--- src/rtl/host_cmd_hub.sv ---
// host_cmd_hub: turns a UART byte stream into capture-core commands and returns status/result bytes
// Ports: clk, resetn (synchronous, active-low)
//   rx_data/rx_valid: received bytes; rx_drop pulses when a byte arrives while busy outside payload collection
//   tx_data/tx_valid/tx_ready: response bytes, tx_valid held until accepted
//   cmd/cmd_strobe/reg_in0..7: command and input registers to the core
//   reg_out0..7/cap_status: core results and status (bit0 idle, bit3 ack); busy high whenever not idle
module host_cmd_hub #(
  parameter int ACK_TIMEOUT = 1000000,
  parameter int BYTE_TIMEOUT = 100000
) (
  input  logic       clk,
  input  logic       resetn,
  input  logic [7:0] rx_data,
  input  logic       rx_valid,
  output logic [7:0] tx_data,
  output logic       tx_valid,
  input  logic       tx_ready,
  output logic [7:0] cmd,
  output logic       cmd_strobe,
  output logic [7:0] reg_in0,
  output logic [7:0] reg_in1,
  output logic [7:0] reg_in2,
  output logic [7:0] reg_in3,
  output logic [7:0] reg_in4,
  output logic [7:0] reg_in5,
  output logic [7:0] reg_in6,
  output logic [7:0] reg_in7,
  input  logic [7:0] reg_out0,
  input  logic [7:0] reg_out1,
  input  logic [7:0] reg_out2,
  input  logic [7:0] reg_out3,
  input  logic [7:0] reg_out4,
  input  logic [7:0] reg_out5,
  input  logic [7:0] reg_out6,
  input  logic [7:0] reg_out7,
  input  logic [7:0] cap_status,
  output logic       busy,
  output logic       rx_drop
);
  localparam int TMAX = ACK_TIMEOUT > BYTE_TIMEOUT ? ACK_TIMEOUT : BYTE_TIMEOUT;
  localparam int CW = $clog2(TMAX + 1);
  typedef enum logic [2:0] {IDLE, PAYLOAD, ISSUE, WAIT_ACK, SEND, RELEASE, WAIT_CLR} state_t;
  state_t state, state_n;
  logic [7:0] opcode, err, status_snap;
  logic [7:0][7:0] regs, outs, snap;
  logic [2:0] idx;
  logic [3:0] tx_idx, tx_len;
  logic [CW-1:0] cnt;
  logic ack_to, byte_to, tx_last, is_cmd;
  assign outs = {reg_out7, reg_out6, reg_out5, reg_out4, reg_out3, reg_out2, reg_out1, reg_out0};
  assign {reg_in7, reg_in6, reg_in5, reg_in4, reg_in3, reg_in2, reg_in1, reg_in0} = regs;
  assign busy = state != IDLE;
  assign cmd_strobe = state == ISSUE || state == RELEASE;
  assign tx_valid = state == SEND;
  // err is nonzero only for the single-byte EE/EF responses, which replace the status byte
  assign tx_data = !tx_valid ? 8'h00 : tx_idx == 4'd0 ? (err != 8'h00 ? err : status_snap) : snap[3'(tx_idx - 4'd1)];
  assign rx_drop = rx_valid && !(state == IDLE || (state == PAYLOAD && !byte_to));
  always_comb begin
    // cnt starts at 0 on state entry, so firing at T-1 means T full clocks were spent waiting
    ack_to = cnt == CW'(ACK_TIMEOUT - 1);
    byte_to = cnt == CW'(BYTE_TIMEOUT - 1);
    is_cmd = rx_data inside {8'h01, 8'h02, 8'h05, 8'h06, 8'h07, 8'h09};
    tx_len = err != 8'h00 ? 4'd1 : opcode == 8'h05 ? 4'd9 : opcode == 8'h06 ? 4'd5 : opcode == 8'h07 ? 4'd3 : 4'd1;
    tx_last = tx_ready && tx_idx == tx_len - 4'd1;
    state_n = state;
    case (state)
      IDLE:     if (rx_valid) state_n = (rx_data == 8'h03 || rx_data == 8'h04) ? PAYLOAD : is_cmd ? ISSUE : SEND;
      PAYLOAD:  state_n = byte_to ? IDLE : (rx_valid && idx == 3'd7) ? ISSUE : PAYLOAD;
      ISSUE:    state_n = WAIT_ACK;
      WAIT_ACK: state_n = (cap_status[3] || ack_to) ? SEND : WAIT_ACK;
      SEND:     if (tx_last) state_n = err != 8'h00 ? IDLE : RELEASE;
      RELEASE:  state_n = WAIT_CLR;
      WAIT_CLR: state_n = (!cap_status[3] || ack_to) ? IDLE : WAIT_CLR;
      default:  state_n = IDLE;
    endcase
  end
  always_ff @(posedge clk) begin
    if (!resetn) begin
      state <= IDLE;
      cnt <= '0;
      idx <= '0;
      tx_idx <= '0;
      opcode <= '0;
      err <= '0;
      status_snap <= '0;
      snap <= '0;
      regs <= '0;
      cmd <= '0;
    end else begin
      state <= state_n;
      cnt <= (state_n != state || (state == PAYLOAD && rx_valid)) ? '0 : cnt == '1 ? cnt : cnt + CW'(1);
      tx_idx <= state != SEND ? 4'd0 : tx_idx + {3'b0, tx_ready};
      if (state == IDLE && rx_valid) begin
        opcode <= rx_data;
        err <= state_n == SEND ? 8'hEE : 8'h00;
        idx <= '0;
      end
      if (state == PAYLOAD && rx_valid && !byte_to) begin
        regs[idx] <= rx_data;
        idx <= idx + 3'd1;
      end
      if (state == WAIT_ACK && cap_status[3]) begin
        status_snap <= cap_status;
        snap <= outs;
      end
      if (state == WAIT_ACK && !cap_status[3] && ack_to) err <= 8'hEF;
      if (state_n == ISSUE) cmd <= state == IDLE ? rx_data : opcode;
      if (state_n == RELEASE) cmd <= 8'h08;
    end
  end
endmodule

--- config.mk ---
export PLATFORM = sky130hd
export DESIGN_NAME = host_cmd_hub
export DESIGN_NICKNAME = d
export VERILOG_FILES = /design/src/rtl/host_cmd_hub.sv
export SDC_FILE = /design/constraint.sdc
export NUM_CORES = 1
export LEC_CHECK = 0
export BUFFER_PORTS_ARGS = -buffer_cell sky130_fd_sc_hd__buf_4
export CORE_AREA = 2 2 139 155
export DETAILED_ROUTE_END_ITERATION = 8
export DIE_AREA = 0 0 141 157
export HOLD_SLACK_MARGIN = 0.15
export RECOVER_POWER = 50
export SLEW_MARGIN = 10
export SYNTH_ARGS = -nofsm -noshare
export SYNTH_HDL_FRONTEND = slang
export SYNTH_SLANG_ARGS = --single-unit
--- constraint.sdc ---
create_clock -name clk -period 2.86 [get_ports clk]
set_input_delay 0.286 -clock clk [delete_from_list [all_inputs] [get_ports clk]]
set_output_delay 0.286 -clock clk [all_outputs]
set_load 0.03 [all_outputs]
==> metrics, run 1 <==
All-Layer GR Usage=20.0%; r2r startpoint=opcode[4]; clk buf depth=2; status=finished, final reports clean; DRC viols=0; R2R Path End=cnt[6]; die area=0.0221 sq mm; final wirelength=22000 um; layout cell share with drive strength beyond 1=17.4%; post-CTS setup buffer count=0; Gate Count Post-Synth=899; Final setup viols=0; top cells by area, synth=dfxtp_1 46%, mux2i_1 10%, nand2_1 8.3%; H-tree depth=4; Lkg Pwr=3.92 nW; critical path class=flop to output port; largest net degree at the start of global routing=73; RSZ-0062 raised after global routing=no; Worst Path Buf+Inv=3; worst-path fanout max=6; period utilisation layout=91.0%; Max transition margin=49.0%; hold-critical path endpoint=idx[2]; Power Dens Cells=532 mW/mm^2; min-delay src=rx_valid; #FFs+latches synth=184; vias in the first global route=6792; via count=7055; core area=0.0204 sq mm; minimum clock period=2600 ps; Power Total=5.65 mW; row cnt=55; IO buf count=167; VDD IR-drop max=342 uV; DRT antenna net count=0; Post-synth top cells=184 x dfxtp_1, 178 x nand2_1, 94 x a21oi_1; cell repeated most along the worst path=buf_4; I/O Pins=168; CP Capture Type=output port; Critical Path Max Stage Delay=410 ps; Startpoint Class=flop; Main synth FF type=dfxtp_1; post-synthesis net count=990; Routability Congestion=0.790; Mean Syn Cell Area=9.00 sq um; CP required=2570 ps; CTS tree=yes; total of max-cap violations=0; routed len/inst=15.9 um; FMAX=384 MHz; Root Driver=clkbuf_16; Die Y=157 um; count leader, synth=dfxtp_1; count of flip-flops with a built-in enable after synthesis=0; most area-hungry cell type in the Yosys netlist=dfxtp_1; DR pass1 iterations=5; Slew @ Worst Pin=765 ps; reg2reg setup slack=320 ps; CP arrival=2320 ps; Setup WS pre-CTS=310 ps; HP Class=input port to flop; reg2reg path depth=8; Synth async-reset ratio=0%; gr ovfl total=0; TNS Setup=0 ps; worst-skew pair later-pin latency=430 ps; clock-pin slew on the worst setup and hold paths=70 ps; crit path cell chain=inv_1 -> ha_4 -> xor2_1 -> buf_4 -> mux2i_1 -> a21oi_1 -> buf_4; area share of the largest cell type after synthesis=45.5%; fin worst setup slack=257 ps; hold path depth=3; area grow syn2layout=31.3%; initial antenna violation count=0; Via density=5.11; CP max stage cell=dfxtp_1; CP delay by family, top=buffers and inverters; Net count, final=1203; Ant. Diodes=0; register area share after synthesis=45.5%; Starting Density=39.6%; first-pass GRT wire length=35200 um; clock skew=11.5 ps; CTS Buf Count=17; Syn. warnings=0; first-iteration detailed-routing DRC count=384; Crit. Startpoint=tx_idx[1]; chip width=141 um; Final Max Tran Viols=0; Final Hold Vio Count=0; distinct cell type count after synthesis=68; Mapped Area=0.00809 sq mm; hpwl dp=14800 um; TritonCTS sink count=184
==> worst reg2reg max path: stages, from the launching register on <==
cell and delay (ps):
dfxtp_1 340, nor4b_2 450, nand4b_1 180, xor2_1 290
nand4_1 270, a41oi_1 280, o2111ai_1 210, buf_12 210
nor4_2 230
==> power breakdown <==
group | switching (mW) | internal (mW)
Combinational | 0.398 | 0.314
Clock | 1.12 | 1.18
Sequential | 0.0432 | 2.60
==> per-layer routing <==
layer  vias to the layer above  share of wire, %  track usage (%)
met5                         -                 0                0
met4                         0               1.3             5.95
met3                        21               3.3             3.80
met2                       135                49             34.0
met1                      3370                46             26.1
li1                       3529                 -                -
==> cells by family (layout without fill, tap and decap cells) <==
kind of cell / Yosys count / after routing / synth area share (%)
AND/OR/NAND/NOR: 375 / 375 / 22.1
AO/OA/AOI/OAI: 138 / 138 / 10.3
XOR/XNOR: 20 / 20 / 2.17
adder cells (fa/ha/maj): 7 / 7 / 1.08
multiplexers: 100 / 100 / 14.9
flip-flops: 184 / 184 / 45.5
buffers and inverters: 75 / 301 / 3.90
==> registers in the layout, indices dropped and copies added (netlist names) <==
| name | flops |
|---|---|
| reg_in4 | 8 |
| idx | 3 |
| tx_idx | 4 |
| state | 3 |
| reg_in2 | 8 |
| cnt | 20 |
| snap | 64 |
| err | 2 |
| reg_in5 | 8 |
| reg_in3 | 8 |
| opcode | 8 |
| reg_in1 | 8 |
| status_snap | 8 |
| reg_in0 | 8 |
| reg_in6 | 8 |
| cmd | 8 |
| reg_in7 | 8 |
==> worst max path at each step <==
stage            endpoint  slack [ps]  depth (start not counted)
3_3_place_gp   reg_in0[6]         370                          8
3_5_place_dp   reg_in0[0]         310                          8
6_report       tx_data[2]         260                          7
4_1_cts        tx_data[4]         100                          6
2_1_floorplan  tx_data[4]         130                          6
5_1_grt        reg_in0[6]          50                          6
==> layout by cell type, fill, tap and decap left out, types with 18 or more instances in the layout <==
cell	instances
nand2_1	178
clkbuf_1	73
nor3_1	23
dfxtp_1	184
mux2i_1	83
buf_4	115
a21oi_1	94
dlygate4sd3_1	72
nand3_1	18
nor2_1	87
==> cell type report <==
type	count	area, sq um
clock inverters	14	134
repair buffers	262	1890
clock buffers	18	439
fillers	1942	9820
inverters	7	28.8
multi-input cells	640	4130
flip-flops and latches	184	3680
well taps	256	320
==> timing repair <==
action / in CTS / in global routing
hold buffers: 72 / 0
endpoints found under the hold margin: 72 / 0
resized for setup: 1 / 1
setup endpoints to repair: 4 / 3
==> per-stage QoR <==
stage | hold WS (ps) | std cells | cell area (sq um) | utilization [%]
final | 181 | 1381 | 10600 | 51.9
after global routing | 173 | 1381 | 10600 | 51.9
after CTS | 161 | 1381 | 10900 | 53.3
after detailed placement | 443 | 1277 | 9600 | 47.0
after global placement | 439 | 1277 | 9600 | 47.0
after floorplan | 408 | 899 | 8090 | -
Power figures use the tool's default switching activity.
==> run 2: changes to the inputs <==
--- a/config.mk
+++ b/config.mk
@@ -11,6 +11,7 @@
 export DIE_AREA = 0 0 141 157
 export HOLD_SLACK_MARGIN = 0.15
 export RECOVER_POWER = 50
+export SETUP_SLACK_MARGIN = 0.3
 export SLEW_MARGIN = 10
 export SYNTH_ARGS = -nofsm -noshare
 export SYNTH_HDL_FRONTEND = slang
==> metrics, run 2 (synthesized netlist as in run 1, its figures left out) <==
status=finished, final reports clean; Worst Path Buf+Inv=3; row cnt=55; I/O Pins=168; CTS tree=yes; final wirelength=22100 um; Net count, final=1203; Lkg Pwr=3.94 nW; Max transition margin=3.73%; clk buf depth=2; worst-path fanout max=10; VDD IR-drop max=409 uV; first-iteration detailed-routing DRC count=398; DRC viols=0; CP Capture Type=output port; CP arrival=2280 ps; initial antenna violation count=0; crit path cell chain=nor3_1 -> clkbuf_1 -> inv_1 -> and3_1 -> buf_4; All-Layer GR Usage=19.8%; vias in the first global route=6751; WL met3=865 um; gr ovfl total=0; Largest Register=snap; Startpoint Class=flop; highest-count cells in the layout ignoring fill and taps=180 x dfxtp_1, 178 x nand2_1, 109 x buf_4; CP max stage cell=clkbuf_1; critical path class=flop to output port; DR pass1 iterations=6; FMAX=390 MHz; TritonCTS sink count=184; die area=0.0221 sq mm; area grow syn2layout=33.4%; routed len/inst=16.0 um; Final Hold Vio Count=0; Root Driver=clkbuf_16; Ant. Diodes=0; CTS Buf Count=17; core area=0.0204 sq mm; DR top layer=met4; first-pass GRT wire length=35000 um; DRT antenna net count=0; worst-skew pair later-pin latency=430 ps; via count=7103; max FFs per register=64; TNS Setup=0 ps; HP Class=input port to flop; RSZ-0062 raised after global routing=yes; commonest non-fill, non-tap cell in the layout=dfxtp_1; total of max-cap violations=0; Final Max Tran Viols=0; chip width=141 um; minimum clock period=2560 ps; Final setup viols=0; Slew @ Worst Pin=1440 ps; hpwl dp=15000 um; Setup WS pre-CTS=350 ps; met1 WL=9640 um; H-tree depth=4; CP required=2570 ps; Die Y=157 um; clock-pin slew on the worst setup and hold paths=70 ps; largest net degree at the start of global routing=73; Critical Path Max Stage Delay=560 ps; CP delay by family, top=buffers and inverters; IO buf count=167; Power Total=5.83 mW; clock skew=12.0 ps; met2 WL=11300 um; hold_ws=174 ps; period utilisation layout=89.7%; layout cell share with drive strength beyond 1=18.9%; Via density=5.14; Regs by FF count=snap: 64 flops, cnt: 20 flops; fin worst setup slack=295 ps; Starting Density=39.6%; Routability Congestion=0.897; post-layout util=52.8%; Power Dens Cells=540 mW/mm^2
==> run 2: cell types whose count changed in the layout (fill, tap and decap cells not counted), sizes merged <==
cell	previous run	this run
inv	15	14
clkinv	3	4
clkinvlp	3	2
dlygate4sd3	72	71
bufinv	0	2
==> run 2: worst register-to-register path, delay by kind of cell (launching register included) <==
family | cells | cell delay (ps)
compound gates | 1 | 130
buf+inv | 1 | 320
flops | 1 | 570
simple gates | 3 | 1380
==> run 2: timing repair <==
item	CTS	global route
hold buffers	71	0
endpoints found under the setup margin	8	82
pin swaps	0	2
hold endpoints to repair	71	0
buffers inserted	0	2
resized for setup	8	15
==> run 2: layout make-up <==
class,instances,area (sq um)
multi-input combinational,640,4210
tap,256,320
fill,1935,9650
timing repair buffer,262,1910
sequential,184,3690
clock buffer,17,425
clock inverter,15,204
inverter,7,28.8
==> run 2: metal layers <==
| metal | vias up | global-route usage, % |
|---|---|---|
| met5 | - | 0 |
| met4 | 0 | 5.86 |
| met3 | 27 | 3.16 |
| met2 | 161 | 34.8 |
| met1 | 3384 | 25.2 |
| li1 | 3531 | - |
==> run 2: final timing paths <==
| kind | from | end | slack, ps | depth (start not counted) |
|---|---|---|---|---|
| worst min register to register | status_snap[6] | status_snap[6] | 450 | 2 |
| worst max-delay path | state[0] | rx_drop | 300 | 5 |
| worst max register to register | state[0] | snap[60] | 390 | 5 |
| worst min-delay path | resetn | idx[0] | 170 | 2 |
==> run 2: where the power goes <==
| part | total (mW) | switching (mW) | internal (mW) |
|---|---|---|---|
| logic | 0.716 | 0.402 | 0.315 |
| registers | 2.65 | 0.0480 | 2.60 |
| clock network | 2.47 | 1.12 | 1.34 |
==> run 2: per-stage QoR <==
step           instances  cell area, sq um
5_1_grt             1381             10800
3_5_place_dp        1276              9630
6_report            1381             10800
4_1_cts             1379             11000
3_3_place_gp        1276              9630
2_1_floorplan        899              8130
